[config.mk]
export PLATFORM = sky130hd
export DESIGN_NAME = regfile_wr_arbiter
export DESIGN_NICKNAME = d
export VERILOG_FILES = /design/src/rtl/regfile_pkg.sv /design/src/rtl/rr_arbiter.sv /design/src/rtl/regfile_wr_arbiter.sv
export SDC_FILE = /design/constraint.sdc
export NUM_CORES = 1
export LEC_CHECK = 0
export ABC_AREA = 0
export BUFFER_PORTS_ARGS = -buffer_cell sky130_fd_sc_hd__clkbuf_2
export CORE_AREA = 5 5 120 122
export CTS_CLUSTER_DIAMETER = 40
export CTS_CLUSTER_SIZE = 8
export DETAILED_ROUTE_END_ITERATION = 12
export DIE_AREA = 0 0 125 127
export GPL_TIMING_DRIVEN = 0
export PLACE_DENSITY = 0.69
export SLEW_MARGIN = 20
export SYNTH_ARGS = -nofsm -noshare
export SYNTH_HDL_FRONTEND = slang
export SYNTH_SLANG_ARGS = --single-unit
export TNS_END_PERCENT = 10
[constraint.sdc]
create_clock -name clk -period 4.3 [get_ports clk]
set_input_delay 0.86 -clock clk [delete_from_list [all_inputs] [get_ports clk]]
set_output_delay 0.86 -clock clk [all_outputs]
set_load 0.05 [all_outputs]
[src/rtl/regfile_pkg.sv]
// Shared register-file constants and types for the writeback path.
package regfile_pkg;

  localparam int unsigned AW       = 5;
  localparam int unsigned NUM_REGS = 32;

  typedef logic [AW-1:0] reg_addr_t;

  localparam reg_addr_t REG_ZERO = 5'd31;

endpackage

[src/rtl/rr_arbiter.sv]
// One-hot request arbiter. Rotating priority when ARB_ROUND_ROBIN_EN is defined,
// otherwise fixed priority with the lowest index winning.
module rr_arbiter #(
  parameter int unsigned NREQ = 3
) (
  input  logic            clk,
  input  logic            reset_n,
  input  logic [NREQ-1:0] req,
  input  logic            advance,
  output logic [NREQ-1:0] gnt
);

  localparam logic [NREQ-1:0] One = {{(NREQ-1){1'b0}}, 1'b1};

`ifdef ARB_ROUND_ROBIN_EN
  localparam int unsigned PtrW = $clog2(NREQ);

  logic [PtrW-1:0] ptr_q, ptr_d;
  logic [NREQ-1:0] mask, req_hi, gnt_hi, gnt_lo;

  // Requests at or above the pointer win first; otherwise wrap to the lowest index.
  always_comb begin
    mask = '0;
    for (int unsigned i = 0; i < NREQ; i++) begin
      mask[i] = (i >= 32'(ptr_q));
    end
    req_hi = req & mask;
    gnt_hi = req_hi & (~req_hi + One);
    gnt_lo = req & (~req + One);
    gnt    = (|req_hi) ? gnt_hi : gnt_lo;

    ptr_d = ptr_q;
    if (advance) begin
      for (int unsigned i = 0; i < NREQ; i++) begin
        if (gnt[i]) begin
          ptr_d = (i == NREQ - 1) ? '0 : PtrW'(i + 1);
        end
      end
    end
  end

  always_ff @(posedge clk) begin
    if (!reset_n) begin
      ptr_q <= '0;
    end else begin
      ptr_q <= ptr_d;
    end
  end
`else
  logic unused_fixed;

  assign gnt          = req & (~req + One);
  assign unused_fixed = ^{clk, reset_n, advance};
`endif

endmodule

[src/rtl/regfile_wr_arbiter.sv]
// Register-file write-port arbiter with a registered output stage and X31 write suppression.
// Define ARB_ROUND_ROBIN_EN for rotating priority; fixed lowest-index priority otherwise.
module regfile_wr_arbiter
  import regfile_pkg::*;
#(
  parameter int unsigned NREQ = 3,
  parameter int unsigned DW   = 64,
  parameter int unsigned AW   = 5
) (
  input  logic               clk,
  input  logic               reset_n,
  input  logic [NREQ-1:0]    req_valid,
  input  logic [NREQ*AW-1:0] req_addr,
  input  logic [NREQ*DW-1:0] req_data,
  output logic [NREQ-1:0]    req_ready,
  input  logic               rf_stall,
  output logic               wr_en,
  output logic [AW-1:0]      wr_addr,
  output logic [DW-1:0]      wr_data,
  output logic [31:0]        wr_pending
);

  localparam logic [NUM_REGS-1:0] PendOne = {{(NUM_REGS-1){1'b0}}, 1'b1};

  logic [NREQ-1:0]     gnt;
  logic                stall_hold;
  logic                xfer;
  reg_addr_t           sel_addr;
  logic [DW-1:0]       sel_data;

  logic                wr_en_q, wr_en_d;
  reg_addr_t           wr_addr_q, wr_addr_d;
  logic [DW-1:0]       wr_data_q, wr_data_d;
  logic [NUM_REGS-1:0] wr_pending_q, wr_pending_d;

  rr_arbiter #(
    .NREQ(NREQ)
  ) u_arb (
    .clk    (clk),
    .reset_n(reset_n),
    .req    (req_valid),
    .advance(xfer),
    .gnt    (gnt)
  );

  // An empty output stage may still accept while the register file stalls.
  assign stall_hold = rf_stall & wr_en_q;
  assign req_ready  = (reset_n && !stall_hold) ? gnt : '0;
  assign xfer       = |req_ready;

  always_comb begin
    sel_addr = '0;
    sel_data = '0;
    for (int unsigned i = 0; i < NREQ; i++) begin
      if (req_ready[i]) begin
        sel_addr |= req_addr[i*AW +: AW];
        sel_data |= req_data[i*DW +: DW];
      end
    end
  end

  always_comb begin
    wr_en_d      = wr_en_q;
    wr_addr_d    = wr_addr_q;
    wr_data_d    = wr_data_q;
    wr_pending_d = wr_pending_q;
    if (xfer) begin
      wr_addr_d    = sel_addr;
      wr_data_d    = sel_data;
      wr_en_d      = (sel_addr != REG_ZERO);
      wr_pending_d = wr_en_d ? (PendOne << sel_addr) : '0;
    end else if (!rf_stall) begin
      wr_en_d      = 1'b0;
      wr_pending_d = '0;
    end
  end

  always_ff @(posedge clk) begin
    if (!reset_n) begin
      wr_en_q      <= 1'b0;
      wr_addr_q    <= '0;
      wr_data_q    <= '0;
      wr_pending_q <= '0;
    end else begin
      wr_en_q      <= wr_en_d;
      wr_addr_q    <= wr_addr_d;
      wr_data_q    <= wr_data_d;
      wr_pending_q <= wr_pending_d;
    end
  end

  assign wr_en      = wr_en_q;
  assign wr_addr    = wr_addr_q;
  assign wr_data    = wr_data_q;
  assign wr_pending = wr_pending_q;

endmodule

; Yosys cells after proc, flatten, opt, wreduce, memory -nomap -nowiden
; Index checks and enable logic that the tools add are counted.
[op_classes]
add_sub_neg = 1
eq_ne = 2
shifts = 1
mux = 12
n_bitwise = 7
n_reduce_logical = 3
[ops]
columns = op, count
row1 = 64-bit two-way mux, 3
row2 = 64-bit OR, 2
row3 = 32-bit two-way mux, 3
row4 = 1-bit by 5-bit << shifter with 32-bit output (first input constant), 1
row5 = 5-bit two-way mux, 3
row6 = 5-bit OR, 2
row7 = 5-bit inequality test (second input constant), 1
row8 = 3-bit by 1-bit adder with 3-bit output (second input constant), 1
row9 = 3-bit AND, 1
row10 = 3-bit two-way mux, 1
row11 = 3-bit NOT, 1
row12 = 3-bit OR reduction, 1
row13 = 1-bit two-way mux, 2
row14 = 2-bit by 1-bit inequality test with 1-bit output (second input constant), 1
row15 = 1-bit AND, 1
row16 = 1-bit logical AND, 1
row17 = 1-bit zero test, 1
[totals]
reg_bits = 102
in_bits = 213
out_inout_bits = 105
elab_cells = 30

; Depth between registers and ports, before layout
; Gate-level depths: netlist of the first run.
[depth]
depth_word = 12
mapped_depth = 7
ltp_nobuf = 4

; Hierarchy
; From an unflattened synthesis of the first run, not the netlist that was laid out.
[unflattened]
cells_unflattened = 457
hier_area_um2 = 4416.7
[modules_own_cells]
columns = module, n_inst, cells_each, area_each_um2, seq_area_each_um2
row1 = regfile_wr_arbiter, 1, 454, 4390.5, 2042.0
row2 = rr_arbiter, 1, 3, 26.3, 0.0

; Worst setup path after synthesis of the first run
; Ideal clock, no wire load.
[synth_timing]
kind = input to output
startpoint = in reset_n
endpoint = out req_ready[0]
arrival_time_ns = 1.878
t_required_ns = 3.440
path_slack_ns = 1.562
cell_stages = 3
path_buffers = 1
cell_sequence = a21bo_2 -> buf_2 -> nor2_1
[synth_between]
elab_chain_cells = 2
[synth_lines]
columns = item, line
row1 = "start, declared", regfile_wr_arbiter.sv:11  ; input logic reset_n,
row2 = 1-bit logical AND, regfile_wr_arbiter.sv:48  ; assign req_ready = (reset_n && !stall_hold) ? gnt : '0;
row3 = 3-bit two-way mux, regfile_wr_arbiter.sv:48
row4 = "end, declared", regfile_wr_arbiter.sv:15  ; output logic [NREQ-1:0] req_ready,
; Every way passes these cells.

; Worst setup path in the final report of the first run
[layout_timing]
startpoint = in req_valid[0]
endpoint = out req_ready[1]
[layout_between]
elab_chain_cells = 4
[layout_lines]
columns = item, line
row1 = "start, declared", regfile_wr_arbiter.sv:12  ; input logic [NREQ-1:0] req_valid,
row2 = 3-bit NOT, rr_arbiter.sv:52  ; assign gnt = req & (~req + One);
row3 = 3-bit by 1-bit adder with 3-bit output, rr_arbiter.sv:52
row4 = 3-bit AND, rr_arbiter.sv:52
row5 = 3-bit two-way mux, regfile_wr_arbiter.sv:48
; Every way passes these cells.

==> results.md, run 1 <==
* Reg2reg end: wr_data[15]$_SDFFE_PN0P_
* Row count at 42
* Gr usage total at 0.221
* Cell count of the worst reg-to-reg path at 6
* Status: finished clean
* Hold Buf Count CTS at 0
* Post-Syn Area per Cell at 9.67 sq um
* Antenna violations before repair at 0
* Vias in the first global route at about 5300
* End of the worst hold path: wr_pending[13]$_SDFFE_PN0P_
* Via count at 5358
* Leakage at roughly 3.1 nW
* Cell area after placement at 6310 sq um
* Clock Tree Root: clkbuf_16
* Die Y at between 100 and 150 um
* Min Tclk post-route at 3.23 ns
* Largest net degree at the start of global routing at 18
* R2r setup slk at approximately 2.3 ns
* Final WL at 18500 um
* Period utilization at 0.752
* Worst setup path class: in2out
* Worst EP required at between 3 and 4 ns
* Detailed Place HPWL at roughly 15000 um
* Ant diodes at 0
* Synth Instances at ~470
* Antenna Nets Post-Route at 0
* Synth Register Bits at 102
* DR WL/cell at 18.9 um
* Net count after synthesis at a little under 700
* Initial Util at 0.344
* Area Growth Syn to Fin at 47.5%
* PortBufs at 317
* Syn. warnings at 0
* Power Density at between 300 and 400 nW/um^2
* DR DRC count at 0
* Max Cap Viol at 0
* Die width at around 130 um
* RSZ-0062 raised after global routing: no
* Yosys cell types at 56
* CTS tree: yes
* 1st-iter DRT viols at 525
* Clock latency on the worst-skew pair at 0.35 ns
* Dominant synthesized flop cell: dfxtp_1
* Worst setup SP type: primary input
* Maximum root-to-sink buffer count at 2
* Post-CTS Setup Bufs at 0
* Worst rel slew slack at 0.524
* Post-CTS Resized at 0
* Sequential-to-total area share from yosys stat at 0.453
* Maximum fanout along the worst path at 10
* Hold path start: wr_pending[13]$_SDFFE_PN0P_
* TritonRoute pass-1 iters at 6
* # clock sinks at 102
* Max VDD drop at around 0.2 mV
* Die Footprint at 15900 sq um
* Global placement routability congestion at around 0.87
* Fin Clk Skew at ~0.010 ns
* Nets at approximately 1000
* Worst slew pin tran at 0.709 ns
* CTS buffer count at 9
* Hold path depth at 2
* RR Startpoint: wr_en$_SDFFE_PN0P_
* DR vias/cell at between 5 and 6
* Total power at ~2.6 mW
* Setup TNS at 0 ns
* Core footprint at 13100 sq um
* Overflow after GRT at 0
* Pins Over Slew Limit at 0
* Hold Fails Final Rpt at 0
* Final setup violation count at 0
* Hold WC Path Type: reg2reg
* Finished layout cell area at approximately 6600 sq um
* CP Data Arrival Time at ~2.4 ns
* Global-route wire length before repair at around 28000 um
* Post-synth EDFFs at 0
* # H-tree levels at 3
* Achievable Freq at between 0.3 and 0.4 GHz
* Post-Syn Area at 4500 sq um
* Layout cells sized above 1 at 0.473
* Critical Path Sink Type: output pin
* # IOs at 318
* Hold Slack at roughly 0.45 ns
* Core Util, Final at 0.508
* Async SR Flop Fraction at 0
* Clk pin slew, worst setup/hold paths at ~0.07 ns
==> per-layer routing <==
metal	track usage	vias to the layer above	part of all wire
li1	-	2557	-
met1	0.268	2520	0.40
met2	0.372	254	0.49
met3	0.0735	27	0.084
met4	0.0702	0	0.020
met5	0	-	0
==> cells in the mapped netlist (all sizes together) (5+ instances only) <==
| cell type | instances | area (sq um) |
|---|---|---|
| dfxtp | 102 | 2040 |
| a22o | 8 | 71.3 |
| buf | 28 | 185 |
| clkbuf | 20 | 75.1 |
| nand2 | 29 | 114 |
| a32o | 10 | 100 |
| o31ai | 8 | 60.1 |
| o21ai | 67 | 335 |
| a222oi | 62 | 621 |
| a21oi | 6 | 33.8 |
| nor2 | 5 | 18.8 |
| a21o | 5 | 40.0 |
| and2 | 5 | 33.8 |
| nand3 | 66 | 330 |
==> report_power, final <==
group	internal, mW	switching (mW)
clock	0.529	0.366
sequential	1.01	0.0318
combinational	0.199	0.436
==> cells by family after synthesis <==
| group | synth area share |
|---|---|
| compound gates | 0.341 |
| buf+inv | 0.0594 |
| flops | 0.453 |
| simple gates | 0.146 |
==> area by class of cell <==
cell class                 instances  area [sq um]
fill                            1290          6440
multi-input combinational        314          2190
sequential                       102          2040
timing repair buffer             317          1590
buffer                            48           260
clock buffer                      10           239
tap                              176           220
clock inverter                     6          92.6
inverter                           2          7.51
==> critical path, stage by stage <==
cell and delay, ns:
clkbuf_2 0.17, nor2b_2 0.33, and2_1 0.17, buf_2 0.26
buf_2 0.27, clkbuf_2 0.31
==> placed cells by master, fill, tap and decap left out, types with 2 or more instances in the layout <==
| master | Yosys | layout |
|---|---|---|
| nand2_2 | 2 | 2 |
| a22oi_1 | 2 | 2 |
| a21oi_1 | 5 | 5 |
| bufinv_16 | 0 | 2 |
| o21ai_1 | 51 | 51 |
| o41ai_1 | 3 | 3 |
| a22o_1 | 7 | 7 |
| nor3_1 | 3 | 3 |
| and2_1 | 4 | 4 |
| o31ai_1 | 8 | 8 |
| a21o_1 | 3 | 3 |
| clkbuf_16 | 0 | 9 |
| a211oi_2 | 2 | 2 |
| nor2_1 | 5 | 5 |
| a221o_1 | 3 | 3 |
| o211ai_1 | 2 | 2 |
| a222oi_1 | 62 | 62 |
| clkinvlp_4 | 0 | 2 |
| clkbuf_1 | 20 | 20 |
| buf_1 | 6 | 6 |
| o21ai_0 | 16 | 16 |
| buf_6 | 8 | 8 |
| a21o_2 | 2 | 2 |
| nand2_1 | 27 | 27 |
| nand3_1 | 66 | 66 |
| dfxtp_1 | 102 | 102 |
| and3b_1 | 3 | 3 |
| buf_2 | 13 | 13 |
| and3_1 | 2 | 2 |
| clkbuf_2 | 0 | 317 |
| a32o_1 | 10 | 10 |
==> metrics by stage <==
step	setup WS (ns)	instances
3_5_place_dp	1.05	959
4_1_cts	1.04	975
3_3_place_gp	1.05	959
6_report	1.07	975
5_1_grt	0.950	975
2_1_floorplan	1.56	466
==> worst max-delay path by stage <==
stage / slack, ns / from / end
4_1_cts: 1.04 / reset_n / req_ready[1]
3_5_place_dp: 1.05 / reset_n / req_ready[1]
2_1_floorplan: 1.56 / reset_n / req_ready[0]
6_report: 1.07 / req_valid[0] / req_ready[1]
3_3_place_gp: 1.05 / reset_n / req_ready[1]
5_1_grt: 0.95 / reset_n / req_ready[1]
==> state kept, by name, indices dropped and copies added (netlist names) <==
| signal | flops |
|---|---|
| wr_addr | 5 |
| wr_en | 1 |
| wr_data | 64 |
| wr_pending | 32 |
(Power assumes the default switching activity.)
==> inputs of run 2 (changes only) <==
Settings changed: PLACE_DENSITY 0.69 to 0.72.
Clock period 4.3 ns to 2.59 ns, I/O delays scaled along.
==> run 2 against run 1 <==
Net effect: sequential share of layout area rose by 0.12 points; combinational power is 67% higher; first-iteration DRC count rose by 5.7%; sequential cell count stayed put; clock power up 46%; wire length shrank 0.47%; via count increased by 1.9%; global-route usage fell by 0.43 points; critical endpoint is now req_ready[2]; largest cell class unchanged; largest power group unchanged.
==> results.md, run 2 (synthesis gave the netlist of run 1 again) <==
* DR WL/cell at 18.8 um (-0.57%)
* Clock Tree Root: clkbuf_16
* Pins Over Slew Limit at 0 (unchanged)
* Die Footprint at 15900 sq um (unchanged)
* Vias in the first global route at 5475 (+3.1%)
* Die width at 125 um (unchanged)
* Final setup violation count at 0 (unchanged)
* Power Density at 619 nW/um^2 (+60%)
* Clock latency on the worst-skew pair at 0.35 ns (about the same)
* Switch Pwr at 1.42 mW (+70%)
* CP Data Arrival Time at 1.98 ns (-0.39 ns)
* Max VDD drop at 0.360 mV (+81%)
* P_int at 2.68 mW (+54%)
* Final setup margin at 0.0896 ns (-0.977 ns)
* Period utilization at 0.965
* Detailed Place HPWL at 14400 um (-1.4%)
* Clk pin slew, worst setup/hold paths at 0.08 ns (about the same)
* Status: finished clean
* Max Cap Viol at 0 (unchanged)
* Layout cells sized above 1 at 0.474 (+0.000659)
* # clock sinks at 102 (unchanged)
* Max reg flops at 64 (unchanged)
* Hold WC Path Type: in2reg
* Min Tclk post-route at 2.50 ns
* Achievable Freq at around 0.40 GHz
* Antenna violations before repair at 0 (unchanged)
* Worst setup SP type: flop
* CTS buffer count at 9 (unchanged)
* Most common cell after layout, fill and taps aside: clkbuf_2
* Row count at 42 (unchanged)
* 1st-iter DRT viols at 555 (+5.7%)
* Overflow after GRT at 0 (unchanged)
* Pre-CTS setup slack at 0.000861 ns (-1.05 ns)
* Via count at 5462 (+1.9%)
* DR DRC count at 0 (unchanged)
* RSZ-0062 raised after global routing: no
* Hold Buf Count CTS at 0 (unchanged)
* DR vias/cell at 5.60 (+1.8%)
* Initial Util at 0.344 (unchanged)
* Core footprint at 13100 sq um (unchanged)
* # IOs at 318 (unchanged)
* Commonest cells after routing, fill and taps aside: clkbuf_2, dfxtp_1, nand3_1, a222oi_1, o21ai_1
* PortBufs at 317 (unchanged)
* Gr usage total at 0.216 (-0.00434)
* Final WL at 18400 um (-0.47%)
* Sw Share at 0.347 (+0.0221)
* Sequential group share of total power at 0.420 (+0.016)
* Ant diodes at 0 (unchanged)
* Maximum fanout along the worst path at 10 (unchanged)
* Maximum root-to-sink buffer count at 2 (unchanged)
* Fin Clk Skew at 0.0142 ns (+0.00381 ns)
* Nets at 1008 (+0.099%)
* CTS tree: yes
* Die Y at 127 um (unchanged)
* Worst rel slew slack at 0.460 (-0.0638)
* Hold Fails Final Rpt at 0 (unchanged)
* Worst slew pin tran at 0.810 ns (+0.101 ns)
* Comb power frac at 0.260 (+0.013)
* # H-tree levels at 3 (unchanged)
* Leakage at 3.08 nW (-0.10%)
* Antenna Nets Post-Route at 0 (unchanged)
* Worst EP required at 2.07 ns (-1.37 ns)
* Global-route wire length before repair at 27800 um (-1.6%)
* Clock Power Share at 0.320 (-0.029)
* Worst setup path class: reg2out
* Global placement routability congestion at 0.883 (+1.1%)
* Critical Path Sink Type: output pin
* Largest net degree at the start of global routing at 20 (+2)
* Total power at 4.10 mW (+60%)
* Area Growth Syn to Fin at 46.9%
* TritonRoute pass-1 iters at 7 (+1)
run 2: cell types whose count changed in the layout (fill, tap and decap cells not counted), moves of 2 or more:
cell | previous run | this run
inv_6 | 1 | 3
clkbuf_4 | 0 | 2
clkbuf_2 | 317 | 315
clkinv_4 | 1 | 3
clkinvlp_4 | 2 | 0
bufinv_16 | 2 | 0
run 2: path summary, 6_finish.rpt:
path / startpoint / endpoint / slack (ns) / cells after the start
hold / removal: req_data[164] / wr_data[36]$_SDFFE_PN0P_ / 0.40 / 2
hold reg to reg: wr_addr[4]$_SDFFE_PN0P_ / wr_addr[4]$_SDFFE_PN0P_ / 0.45 / 2
setup reg to reg: wr_en$_SDFFE_PN0P_ / wr_data[59]$_SDFFE_PN0P_ / 0.61 / 7
setup / recovery: wr_en$_SDFFE_PN0P_ / req_ready[2] / 0.09 / 5
run 2: per-layer routing:
metal	up-vias	wire [um]	GRT usage
li1	2559	-	-
met1	2597	7410	0.258
met2	276	9070	0.374
met3	30	1470	0.0647
met4	0	415	0.0727
met5	-	0	0
run 2: final cells by class:
type	count	area, sq um
inverter	2	7.51
timing repair buffer	318	1600
sequential	102	2040
clock buffer	9	225
tap	176	220
fill	1275	6470
multi-input combinational	314	2200
buffer	48	263
clock inverter	7	63.8
run 2: power groups by stage:
| stage | Sequential (mW) | Combinational (mW) | Clock, mW |
|---|---|---|---|
| final | 1.72 | 1.06 | 1.31 |
| after CTS | 1.72 | 1.07 | 1.35 |
| after global placement | 1.75 | 1.06 | 0 |
| after detailed placement | 1.76 | 1.06 | 0 |
| after global routing | 1.73 | 1.13 | 1.40 |
| after floorplan | 2.10 | 0.322 | 0 |
run 2: critical path: stages (launching register included):
cell and delay, ns:
dfxtp_1 0.37, a21bo_2 0.21, buf_2 0.20, nor4b_4 0.30
clkbuf_4 0.28, clkbuf_4 0.26
run 2: what timing repair did:
item | in CTS | in global routing
gates resized for setup | 2 | 2
buffers inserted | 1 | 0
pin swaps | 1 | 0
gates cloned | 0 | 0
endpoints found under the setup margin | 2 | 2
run 2: stage by stage:
| stage | util | std cells | cell area (sq um) | TNS, ns | hold WS, ns |
|---|---|---|---|---|---|
| 5_1_grt | 0.506 | 976 | 6620 | 0 | 0.404 |
| 3_5_place_dp | 0.482 | 959 | 6310 | 0 | 0.440 |
| 6_report | 0.506 | 976 | 6620 | 0 | 0.403 |
| 4_1_cts | 0.506 | 976 | 6620 | 0 | 0.391 |
| 2_1_floorplan | - | 466 | 4500 | 0 | 0.657 |
| 3_3_place_gp | 0.482 | 959 | 6310 | -0.0107 | 0.430 |
==> inputs of run 3 (changes only) <==
Settings changed: CTS_CLUSTER_DIAMETER 40 to 120, REMOVE_ABC_BUFFERS from default to 1.
==> run 3 against run 2 <==
Net effect: non-clock buffer count is 39 lower; highest routed layer unchanged; largest power group unchanged; register-to-register slack worse by 0.17 ns; first-iteration DRC count down 15%; sequential share of layout area is 0.24 points higher.
==> results.md, run 3 (synthesis gave the netlist of run 1 again) <==
* Power Density at 655 nW/um^2 (+5.7%)
* Largest net degree at the start of global routing at 71 (+250%)
* Fin Clk Skew at 0.00398 ns (-0.0102 ns)
* Die Footprint at 15900 sq um (unchanged)
* # H-tree levels at 3 (unchanged)
* Initial Util at 0.344 (unchanged)
* Worst slew pin tran at 0.974 ns (+0.164 ns)
* Critical Path Sink Type: output pin
* Global-route wire length before repair at 27100 um (-2.7%)
* Max Cap Viol at 0 (unchanged)
* Leakage at 3.04 nW (-1.3%)
* Cells along the critical path: a21bo_4, nor4b_4, buf_4, buf_4, buf_4
* Most common cell after layout, fill and taps aside: clkbuf_2
* Reg2reg end: wr_data[59]$_SDFFE_PN0P_
* DR vias/cell at 5.53 (-1.2%)
* Routing usage on met3 at 0.0601 (-0.00459)
* Row count at 42 (unchanged)
* Hold Buf Count CTS at 0 (unchanged)
* Maximum fanout along the worst path at 17 (+7)
* Hold WC Path Type: in2reg
* Antenna Nets Post-Route at 0 (unchanged)
* CP Data Arrival Time at 1.95 ns (-0.03 ns)
* Antenna violations before repair at 0 (unchanged)
* RR Startpoint: wr_en$_SDFFE_PN0P_
* Core footprint at 13100 sq um (unchanged)
* Multi-input logic area at 2240 sq um (+1.8%)
* CP most frequent cell: buf_4
* Hold path start: req_data[163]
* Final setup violation count at 0 (unchanged)
* Register Area at 2040 sq um (unchanged)
* Overflow after GRT at 0 (unchanged)
* CTS tree: yes
* Final WL at 18100 um (-1.6%)
* # IOs at 318 (unchanged)
* Maximum root-to-sink buffer count at 2 (unchanged)
* Max reg flops at 64 (unchanged)
* RSZ-0062 raised after global routing: no
* 1st-iter DRT viols at 469 (-15%)
* Die width at 125 um (unchanged)
* Hold Fails Final Rpt at 0 (unchanged)
* Slowest stage delay, CP at 0.40 ns (+0.03 ns)
* Min Tclk post-route at 2.47 ns (-0.0318 ns)
* Worst setup SP type: flop
* Area Growth Syn to Fin at 45.8%
* Global placement routability congestion at 0.908 (+2.9%)
* DR WL/cell at 19.2 um (+2.1%)
* Status: finished clean
* Clk pin slew, worst setup/hold paths at 0.07 ns (about the same)
* # fillers at 1295 (+1.6%)
* Ant diodes at 0 (unchanged)
* Period utilization at 0.953 (-0.0123)
* Gr usage total at 0.212 (-0.00384)
* Cell family with most CP delay: buffers and inverters
* Pins Over Slew Limit at 0 (unchanged)
* Detailed Place HPWL at 13000 um (-9.7%)
* Via count at 5200 (-4.8%)
* TritonRoute pass-1 iters at 9 (+2)
* Hold path depth at 2 (unchanged)
* Commonest cells after routing, fill and taps aside: clkbuf_2, dfxtp_1, nand3_1, a222oi_1, o21ai_1
* Gr busiest metal: met2
* Max VDD drop at 0.274 mV (-24%)
* Vias in the first global route at 5056 (-7.7%)
* Finished layout cell area at 6570 sq um (-0.76%)
* Nets at 972 (-3.6%)
* Clock Tree Root: clkbuf_16
* Core Util, Final at 0.502 (-0.00382)
* Met1 usage at 0.259 (+0.000979)
* Die Y at 127 um (unchanged)
* Worst EP required at 2.07 ns (about the same)
* Setup crit start: wr_en$_SDFFE_PN0P_
* Worst setup path class: reg2out
* PortBufs at 317 (unchanged)
* Cell count of the worst reg-to-reg path at 8 (+1)
* Layout cells sized above 1 at 0.483 (+0.00923)
* Setup TNS at 0 ns (unchanged)
* Buf/Inv on CP at 3 (unchanged)
* Worst rel slew slack at 0.351 (-0.109)
* Clock latency on the worst-skew pair at 0.35 ns (about the same)
* Cell area after placement at 6140 sq um (-2.8%)
* Total power at 4.30 mW (+4.9%)
* # clock sinks at 102 (unchanged)
* DR DRC count at 0 (unchanged)
* Critical path's slowest cell: dfxtp_1
* End of the worst hold path: wr_data[35]$_SDFFE_PN0P_
* R2r setup slk at 0.44 ns (-0.17 ns)
* Achievable Freq at 0.405 GHz (+1.3%)
* CTS buffer count at 9 (unchanged)
* M2 GR Usage at 0.358 (-0.0152)
==> run 3: cell count changes in the layout (fill, tap and decap cells not counted), sizes merged <==
cell	before	now
a21boi	1	2
and2	5	7
buf	29	12
bufinv	0	3
clkbuf	346	325
clkinv	3	1
clkinvlp	0	2
inv	6	2
==> run 3: metal layers <==
metal,share of wire,wire [um]
met5,0,0
met4,0.024,426
met3,0.10,1840
met2,0.48,8710
met1,0.39,7090
==> run 3: through the flow <==
stage / std cells / setup slack [ns] / hold WS, ns
2_1_floorplan: 418 / -0.890 / 0.657
3_3_place_gp: 911 / -2.99 / 0.432
3_5_place_dp: 917 / -0.873 / 0.444
4_1_cts: 939 / 0.0154 / 0.383
5_1_grt: 940 / 0.0308 / 0.412
6_report: 940 / 0.121 / 0.394
==> run 3: how the worst max path moves through the flow <==
stage                                           to  cells after the start  slack [ns]
after global routing                  req_ready[2]                      5        0.03
after global placement                req_ready[2]                      4       -2.99
after detailed placement              req_ready[1]                      4       -0.87
after CTS                             req_ready[2]                      6        0.02
after floorplan           wr_data[34]$_SDFFE_PN0P_                      4       -0.89
final                                 req_ready[2]                      5        0.12
==> run 3: area by class of cell <==
type,count,area share
inverter,2,0.00114
sequential,102,0.311
clock buffer,10,0.0349
tap,176,0.0335
timing repair buffer,327,0.262
multi-input combinational,317,0.341
clock inverter,6,0.0168
==> run 3: where the power goes <==
group	internal (mW)	total, mW	leakage (nW)	switching, mW
registers	1.67	1.72	0.837	0.0542
clock network	0.943	1.54	0.159	0.593
logic	0.326	1.04	2.05	0.715
total	2.94	4.30	3.04	1.36
==> run 3: what timing repair did <==
action / in CTS / in global routing
gates resized for setup: 5 / 2
pin swaps: 2 / 0
buffers inserted: 3 / 0
gates cloned: 3 / 1
endpoints found under the hold margin: 0 / 0
endpoints found under the setup margin: 40 / 3
